$ cat src/rtl/uart_pkg.sv
// Shared UART definitions: common character width and the receive-controller state encoding.
package uart_pkg;

    localparam int DEFAULT_N_DATA_BITS = 8;

    typedef enum logic [1:0] {
        OFF    = 2'd0,
        LISTEN = 2'd1,
        ACTIVE = 2'd2
    } rx_ctrl_state_t;

endpackage

$ cat src/rtl/uart_rx_ctrl_if.sv
// Host-side valid/ready stream out of the receive controller, plus the buffer occupancy.
interface uart_rx_ctrl_if #(
    parameter int N_DATA_BITS = uart_pkg::DEFAULT_N_DATA_BITS,
    parameter int FIFO_DEPTH  = 8
);
    localparam int LEVEL_W = $clog2(FIFO_DEPTH + 1);

    logic [N_DATA_BITS-1:0] data;
    logic                   valid;
    logic                   ready;
    logic [LEVEL_W-1:0]     level;

    modport master (output data, output valid, output level, input ready);
    modport slave  (input data, input valid, input level, output ready);

endinterface

$ cat src/rtl/uart_sync_fifo.sv
// First-word-fall-through synchronous FIFO; the head word is always visible on o_head.
module uart_sync_fifo #(
    parameter int WIDTH = 8,
    parameter int DEPTH = 8,
    localparam int PTR_W   = $clog2(DEPTH),
    localparam int LEVEL_W = $clog2(DEPTH + 1)
) (
    input  logic               i_clk,
    input  logic               i_reset,
    input  logic               i_push,
    input  logic [WIDTH-1:0]   i_push_data,
    input  logic               i_pop,
    output logic [WIDTH-1:0]   o_head,
    output logic               o_full,
    output logic               o_empty,
    output logic [LEVEL_W-1:0] o_level
);

    logic [WIDTH-1:0]   mem [DEPTH];
    logic [PTR_W-1:0]   wr_ptr;
    logic [PTR_W-1:0]   rd_ptr;
    logic [LEVEL_W-1:0] level;
    logic [LEVEL_W-1:0] level_nxt;
    logic               do_push;
    logic               do_pop;

    // A push into a full buffer is still taken when the head leaves in the same cycle.
    assign do_pop  = i_pop && !o_empty;
    assign do_push = i_push && (!o_full || do_pop);

    always_comb begin
        level_nxt = level;
        case ({do_push, do_pop})
            2'b10:   level_nxt = level + LEVEL_W'(1);
            2'b01:   level_nxt = level - LEVEL_W'(1);
            default: level_nxt = level;
        endcase
    end

    // NOTE: the storage array has no reset; occupancy and pointers alone define which words are live.
    always_ff @(posedge i_clk) begin
        if (do_push) begin
            mem[wr_ptr] <= i_push_data;
        end
    end

    // NOTE: state registers use non-blocking assignments so every flop samples pre-edge values.
    always_ff @(posedge i_clk) begin
        if (i_reset) begin
            wr_ptr  <= '0;
            rd_ptr  <= '0;
            level   <= '0;
            o_empty <= 1'b1;
            o_full  <= 1'b0;
        end else begin
            if (do_push) begin
                wr_ptr <= wr_ptr + PTR_W'(1);
            end
            if (do_pop) begin
                rd_ptr <= rd_ptr + PTR_W'(1);
            end
            level   <= level_nxt;
            o_empty <= (level_nxt == '0);
            o_full  <= (level_nxt == LEVEL_W'(DEPTH));
        end
    end

    assign o_head  = mem[rd_ptr];
    assign o_level = level;

endmodule

$ cat src/rtl/uart_rx_ctrl.sv
// Receive controller: arms uart_rx, buffers characters for the host, flags end-of-message
// by line idle time and records dropped characters.
module uart_rx_ctrl
    import uart_pkg::*;
#(
    parameter int N_DATA_BITS = DEFAULT_N_DATA_BITS,
    parameter int FIFO_DEPTH  = 8,
    parameter int IDLE_CYCLES = 1040
) (
    input  logic                   i_clk,
    input  logic                   i_reset,
    input  logic                   i_enable,
    input  logic                   i_clear_err,
    output logic                   o_rx_en,
    input  logic [N_DATA_BITS-1:0] i_rx_data,
    input  logic                   i_rx_valid,
    uart_rx_ctrl_if.master         host,
    output logic                   o_idle,
    output logic                   o_overflow
);

    localparam int CNT_W = $clog2(IDLE_CYCLES);
    localparam logic [CNT_W-1:0] CNT_LAST = CNT_W'(IDLE_CYCLES - 1);
    localparam logic [CNT_W-1:0] CNT_PRE  = CNT_W'(IDLE_CYCLES - 2);

    rx_ctrl_state_t   state;
    rx_ctrl_state_t   state_nxt;
    logic [CNT_W-1:0] idle_cnt;
    logic             pop_fire;
    logic             fifo_full;
    logic             fifo_empty;
    logic             drop;

    assign pop_fire   = host.valid && host.ready;
    assign drop       = i_rx_valid && fifo_full && !pop_fire;
    assign host.valid = !fifo_empty;

    uart_sync_fifo #(
        .WIDTH (N_DATA_BITS),
        .DEPTH (FIFO_DEPTH)
    ) u_fifo (
        .i_clk       (i_clk),
        .i_reset     (i_reset),
        .i_push      (i_rx_valid),
        .i_push_data (i_rx_data),
        .i_pop       (host.ready),
        .o_head      (host.data),
        .o_full      (fifo_full),
        .o_empty     (fifo_empty),
        .o_level     (host.level)
    );

    // NOTE: next_state gets a default before the case so no path leaves it unassigned (no latch).
    always_comb begin
        state_nxt = state;
        case (state)
            OFF:     state_nxt = LISTEN;
            LISTEN:  if (i_rx_valid) state_nxt = ACTIVE;
            ACTIVE:  if (!i_rx_valid && idle_cnt == CNT_LAST) state_nxt = LISTEN;
            default: state_nxt = OFF;
        endcase
        if (!i_enable) begin
            state_nxt = OFF;
        end
    end

    always_ff @(posedge i_clk) begin
        if (i_reset) begin
            state      <= OFF;
            idle_cnt   <= '0;
            o_rx_en    <= 1'b0;
            o_idle     <= 1'b0;
            o_overflow <= 1'b0;
        end else begin
            state   <= state_nxt;
            o_rx_en <= (state_nxt != OFF);

            if (state == ACTIVE && !i_rx_valid && idle_cnt != CNT_LAST) begin
                idle_cnt <= idle_cnt + CNT_W'(1);
            end else begin
                idle_cnt <= '0;
            end

            // Raised one cycle early so the registered pulse lines up with the count reaching its end.
            o_idle <= i_enable && (state == ACTIVE) && !i_rx_valid && (idle_cnt == CNT_PRE);

            if (drop) begin
                o_overflow <= 1'b1;
            end else if (i_clear_err) begin
                o_overflow <= 1'b0;
            end
        end
    end

endmodule

$ cat src/flat_wrapper.sv
// flat-port wrapper written by rule: the top's interface ports become plain ports
module uart_rx_ctrl_flat import uart_pkg::*;
#(
    parameter int N_DATA_BITS = DEFAULT_N_DATA_BITS,
    parameter int FIFO_DEPTH  = 8,
    parameter int IDLE_CYCLES = 1040
)
  (i_clk, i_reset, i_enable, i_clear_err, o_rx_en, i_rx_data, i_rx_valid, o_idle, o_overflow, host_data, host_valid, host_level, host_ready);
  uart_rx_ctrl_if #(.N_DATA_BITS(N_DATA_BITS), .FIFO_DEPTH(FIFO_DEPTH)) host_i ();
  input  logic i_clk;
  input  logic i_reset;
  input  logic i_enable;
  input  logic i_clear_err;
  output logic o_rx_en;
  input  logic [N_DATA_BITS-1:0] i_rx_data;
  input  logic i_rx_valid;
  output logic o_idle;
  output logic o_overflow;
  output wire logic [$bits(host_i.data)-1:0] host_data;
  output wire logic [$bits(host_i.valid)-1:0] host_valid;
  output wire logic [$bits(host_i.level)-1:0] host_level;
  input wire logic [$bits(host_i.ready)-1:0] host_ready;
  assign host_data = host_i.data;
  assign host_valid = host_i.valid;
  assign host_level = host_i.level;
  assign host_i.ready = host_ready;
  uart_rx_ctrl #(.N_DATA_BITS(N_DATA_BITS), .FIFO_DEPTH(FIFO_DEPTH), .IDLE_CYCLES(IDLE_CYCLES)) u_core (.i_clk(i_clk), .i_reset(i_reset), .i_enable(i_enable), .i_clear_err(i_clear_err), .o_rx_en(o_rx_en), .i_rx_data(i_rx_data), .i_rx_valid(i_rx_valid), .host(host_i), .o_idle(o_idle), .o_overflow(o_overflow));
endmodule
$ cat config.mk
export PLATFORM = sky130hd
export DESIGN_NAME = uart_rx_ctrl_flat
export DESIGN_NICKNAME = d
export VERILOG_FILES = /design/src/rtl/uart_pkg.sv /design/src/rtl/uart_rx_ctrl_if.sv /design/src/rtl/uart_sync_fifo.sv /design/src/rtl/uart_rx_ctrl.sv /design/src/flat_wrapper.sv
export SDC_FILE = /design/constraint.sdc
export NUM_CORES = 1
export LEC_CHECK = 0
export ABC_AREA = 1
export CAP_MARGIN = 20
export CORE_ASPECT_RATIO = 0.75
export CORE_UTILIZATION = 52
export DETAILED_ROUTE_END_ITERATION = 7
export HOLD_SLACK_MARGIN = 0.02
export PLACE_DENSITY = 0.69
export SYNTH_ARGS = -nofsm -noshare
export SYNTH_HDL_FRONTEND = slang
export SYNTH_SLANG_ARGS = --single-unit
$ cat constraint.sdc
create_clock -name i_clk -period 2.8 [get_ports i_clk]
set_clock_uncertainty 0.15 [all_clocks]
set_input_delay 0.28 -clock i_clk [delete_from_list [all_inputs] [get_ports i_clk]]
set_output_delay 0.28 -clock i_clk [all_outputs]
set_load 0.05 [all_outputs]
==> impl_metrics.json <==
{
  "grt_pass1_wl_um": 12300,
  "critical_path_max_stage_delay_ns": 0.49,
  "cap_violations": 0,
  "worst_skew_pair.late_latency_ns": 0.36,
  "buffer_ports.inserted": 29,
  "cts-root-buf": "clkbuf_8",
  "ys_ff_latch": 95,
  "switchingPower_mw": 1.34,
  "nNetsFinal": 443,
  "hold_buffers": 0,
  "tritoncts": "yes",
  "fin_crit_share_pct": 89.1,
  "timing.final.hold_violations": 0,
  "crit_cells": 6,
  "final.setup.tns_ns": 0,
  "critical_path.endpoint_type": "primary output",
  "path_clk_slew_ns": 0.09,
  "numCtsBuffers": 9,
  "die_width_um": 103,
  "power_switching_share_pct": 36.6,
  "crit_path_top_delay_cell": "inv_2",
  "yosysSeqAreaShare_pct": 64.0,
  "slew_viol_final": 0,
  "cts_buffer_depth": 2,
  "regToRegStartpoint": "u_core.u_fifo.o_empty",
  "fmax_ghz": 0.401,
  "post_cts_buffers": 0,
  "net_count_after_synthesis": 402,
  "drt_first_pass_iters": 4,
  "synth_warnings": 0,
  "hold_path_class": "flip-flop to flip-flop",
  "total_leakage_power_nw": 1.67,
  "worst-endpoint-required_ns": 2.37,
  "synthCells": 381,
  "post_cts_resized": 0,
  "design.die.area_um2": 8000,
  "worstHoldPathCells": 2,
  "seq_power_share_pct": 46.1,
  "worst_r2r_path_depth": 15,
  "timing.critical_path.buf_inv": 2,
  "ios": 30,
  "fill_cells": 646,
  "grt_start_max_net_pins": 33,
  "drive_gt1_share_pct": 11.9,
  "power_frac_comb_pct": 32.7,
  "timing.critical_path.to": "host_data[3]",
  "worst_slew_margin_rel_pct": 62.1,
  "routed_wl_um": 7460,
  "post_route_core_utilization_pct": 61.8,
  "layout_min_cycle_time_ns": 2.50,
  "finalWeightedCongestion": 0.799,
  "route.antenna.remaining_nets": 0,
  "antenna_violations_before_repair": 0,
  "critical_path_cell_list": "inv_2, nor2_1, o32ai_1, nand2_1, nand2_1, buf_4",
  "rsz0062_at_grt": "no",
  "ir_worst_vdd_mv": 0.384,
  "crit_top_cell": "nand2_1",
  "report.final.setup_viol": 0,
  "initial_core_utilization_pct": 53.9,
  "route.detailed.drc": 0,
  "critPathArrivalTime_ns": 2.07,
  "postSynthAreaPerCell_um2": 10.4,
  "fin_hold_ws_ns": 0.321,
  "cts.sinks": 95,
  "layout.area.seq_um2": 2540,
  "regToRegSetupSlack_ns": 0.62,
  "vias_per_cell": 5.07,
  "number_of_global_route_vias_before_repair": 2508,
  "critPathKind": "flip-flop to primary output",
  "fp.coreArea_um2": 7360,
  "r2r_end": "u_core.u_fifo.o_empty",
  "insertedDiodeCount": 0,
  "grt_overflow": 0,
  "distinct_cell_type_count_after_synthesis": 27,
  "footprint_of_the_multi_input_gates_um2": 1210,
  "worst_pin_slew_ns": 0.568,
  "worstSetupStartpointType": "flip-flop",
  "power.share.clock_pct": 21.1,
  "post-dp-hpwl_um": 4890,
  "total_power_divided_by_cell_area_nw_per_um2": 806,
  "routed_wire_length_per_instance_um": 14.1,
  "syn2layout_area_growth_pct": 14.6,
  "grt_util_all_layers_pct": 20.9,
  "synth_cell_area_um2": 3970,
  "run_status": "finished clean",
  "cts_max_level": 3,
  "vias": 2677,
  "core.rowCount": 27,
  "chipHeight_um": 77.7,
  "intPower_mw": 2.33,
  "critical_path_peak_fanout": 32,
  "timing.critical_path.max_delay_family": "buffers and inverters",
  "power.total_mw": 3.67,
  "dr.first_iter.drc_count": 109
}
## cells in the final DEF (no fill, tap or decap), drive strengths merged, types with 16 or more instances in the layout
master,count
o32ai,16
nand3,16
dfxtp,31
buf,21
edfxtp,64
clkdlybuf4s50,21
nor2,78
inv,37
o21ai,22
nand2,69
## cell usage after synthesis
library cell	instances	share of area, %
nor2_1	74	7.0
nand3_1	13	1.6
dfxtp_1	31	16
edfxtp_1	64	48
o32ai_1	16	3.5
nand4_1	1	0.16
nand2_2	2	0.31
inv_2	2	0.19
a21oi_2	2	0.44
o211ai_1	1	0.19
a21oi_1	13	1.6
clkbuf_2	1	0.13
nand2_1	67	6.3
nor3_2	3	0.76
xnor2_1	3	0.66
nor3_1	2	0.25
nor2_4	3	0.85
ha_1	7	2.2
buf_6	4	1.1
xor2_1	3	0.66
o21ai_0	22	2.8
nor2_2	1	0.16
buf_2	4	0.50
inv_1	35	3.3
clkbuf_1	3	0.28
nand3_2	3	0.76
or2_0	1	0.16
## stage by stage
| step | std cells | setup slack [ns] | area (µm²) |
|---|---|---|---|
| after floorplan | 381 | 0.357 | 3970 |
| after global placement | 512 | 0.330 | 4390 |
| after detailed placement | 512 | 0.267 | 4390 |
| after CTS | 528 | 0.282 | 4550 |
| after global routing | 528 | 0.145 | 4550 |
| final | 528 | 0.305 | 4550 |
## power by group through the flow
stage,clock network (mW),registers (mW),logic [mW]
detailed placement,0,1.72,1.21
CTS,0.800,1.69,1.21
global placement,0,1.72,1.19
floorplan,0,1.80,0.794
finish,0.775,1.69,1.20
global route,0.851,1.71,1.32
## worst min path at each step
stage | slack (ns) | end | from
floorplan | 0.23 | u_core.u_fifo.mem[0][0] | i_rx_data[0]
detailed placement | 0.30 | u_core.o_rx_en | u_core.state[1]
CTS | 0.32 | u_core.o_rx_en | u_core.state[1]
global placement | 0.30 | u_core.o_rx_en | u_core.state[1]
global route | 0.33 | u_core.o_rx_en | u_core.state[1]
finish | 0.32 | u_core.idle_cnt[9] | u_core.idle_cnt[9]
## cell type report
| type | instances | area share (%) |
|---|---|---|
| flip-flops and latches | 95 | 55.9 |
| multi-input cells | 237 | 26.6 |
| clock buffers | 11 | 2.89 |
| well taps | 101 | 2.78 |
| repair buffers | 42 | 8.08 |
| inverters | 37 | 3.05 |
| clock inverters | 5 | 0.770 |
## per-layer routing
| metal | global-route usage (%) | wire length (µm) | up-vias |
|---|---|---|---|
| met5 | 0 | 0 | - |
| li1 | - | - | 1369 |
| met2 | 31.1 | 3340 | 49 |
| met4 | 6.20 | 35 | 0 |
| met1 | 29.6 | 3730 | 1257 |
| met3 | 6.22 | 343 | 2 |
## kinds of logic after synthesis
logic type / after synthesis / share of synthesized area (%)
adder cells (fa/ha/maj): 7 / 2.20
AO/OA/AOI/OAI: 54 / 8.57
flip-flops: 95 / 64.0
AND/OR/NAND/NOR: 170 / 18.4
buffers and inverters: 49 / 5.54
XOR/XNOR: 6 / 1.32
## worst min-delay path, delay by kind of cell (launching register included)
family,cells,cell delay (ns)
and+or+nand+nor,1,0.07
DFF,1,0.31
AOI/OAI and AO/OA,1,0.05
## registers in the layout, summed over array words and instances (netlist names), named ones only
| signal | count |
|---|---|
| u_core.idle_cnt | 11 |
| u_core.o_idle | 1 |
| u_core.o_overflow | 1 |
| u_core.o_rx_en | 1 |
| u_core.state | 2 |
| u_core.u_fifo.mem | 64 |
| u_core.u_fifo.o_empty | 1 |
| u_core.u_fifo.o_full | 1 |
| u_core.u_fifo.o_level | 4 |
| u_core.u_fifo.rd_ptr | 3 |
| u_core.u_fifo.wr_ptr | 3 |
Note: power is estimated with default switching activity, not from simulation.
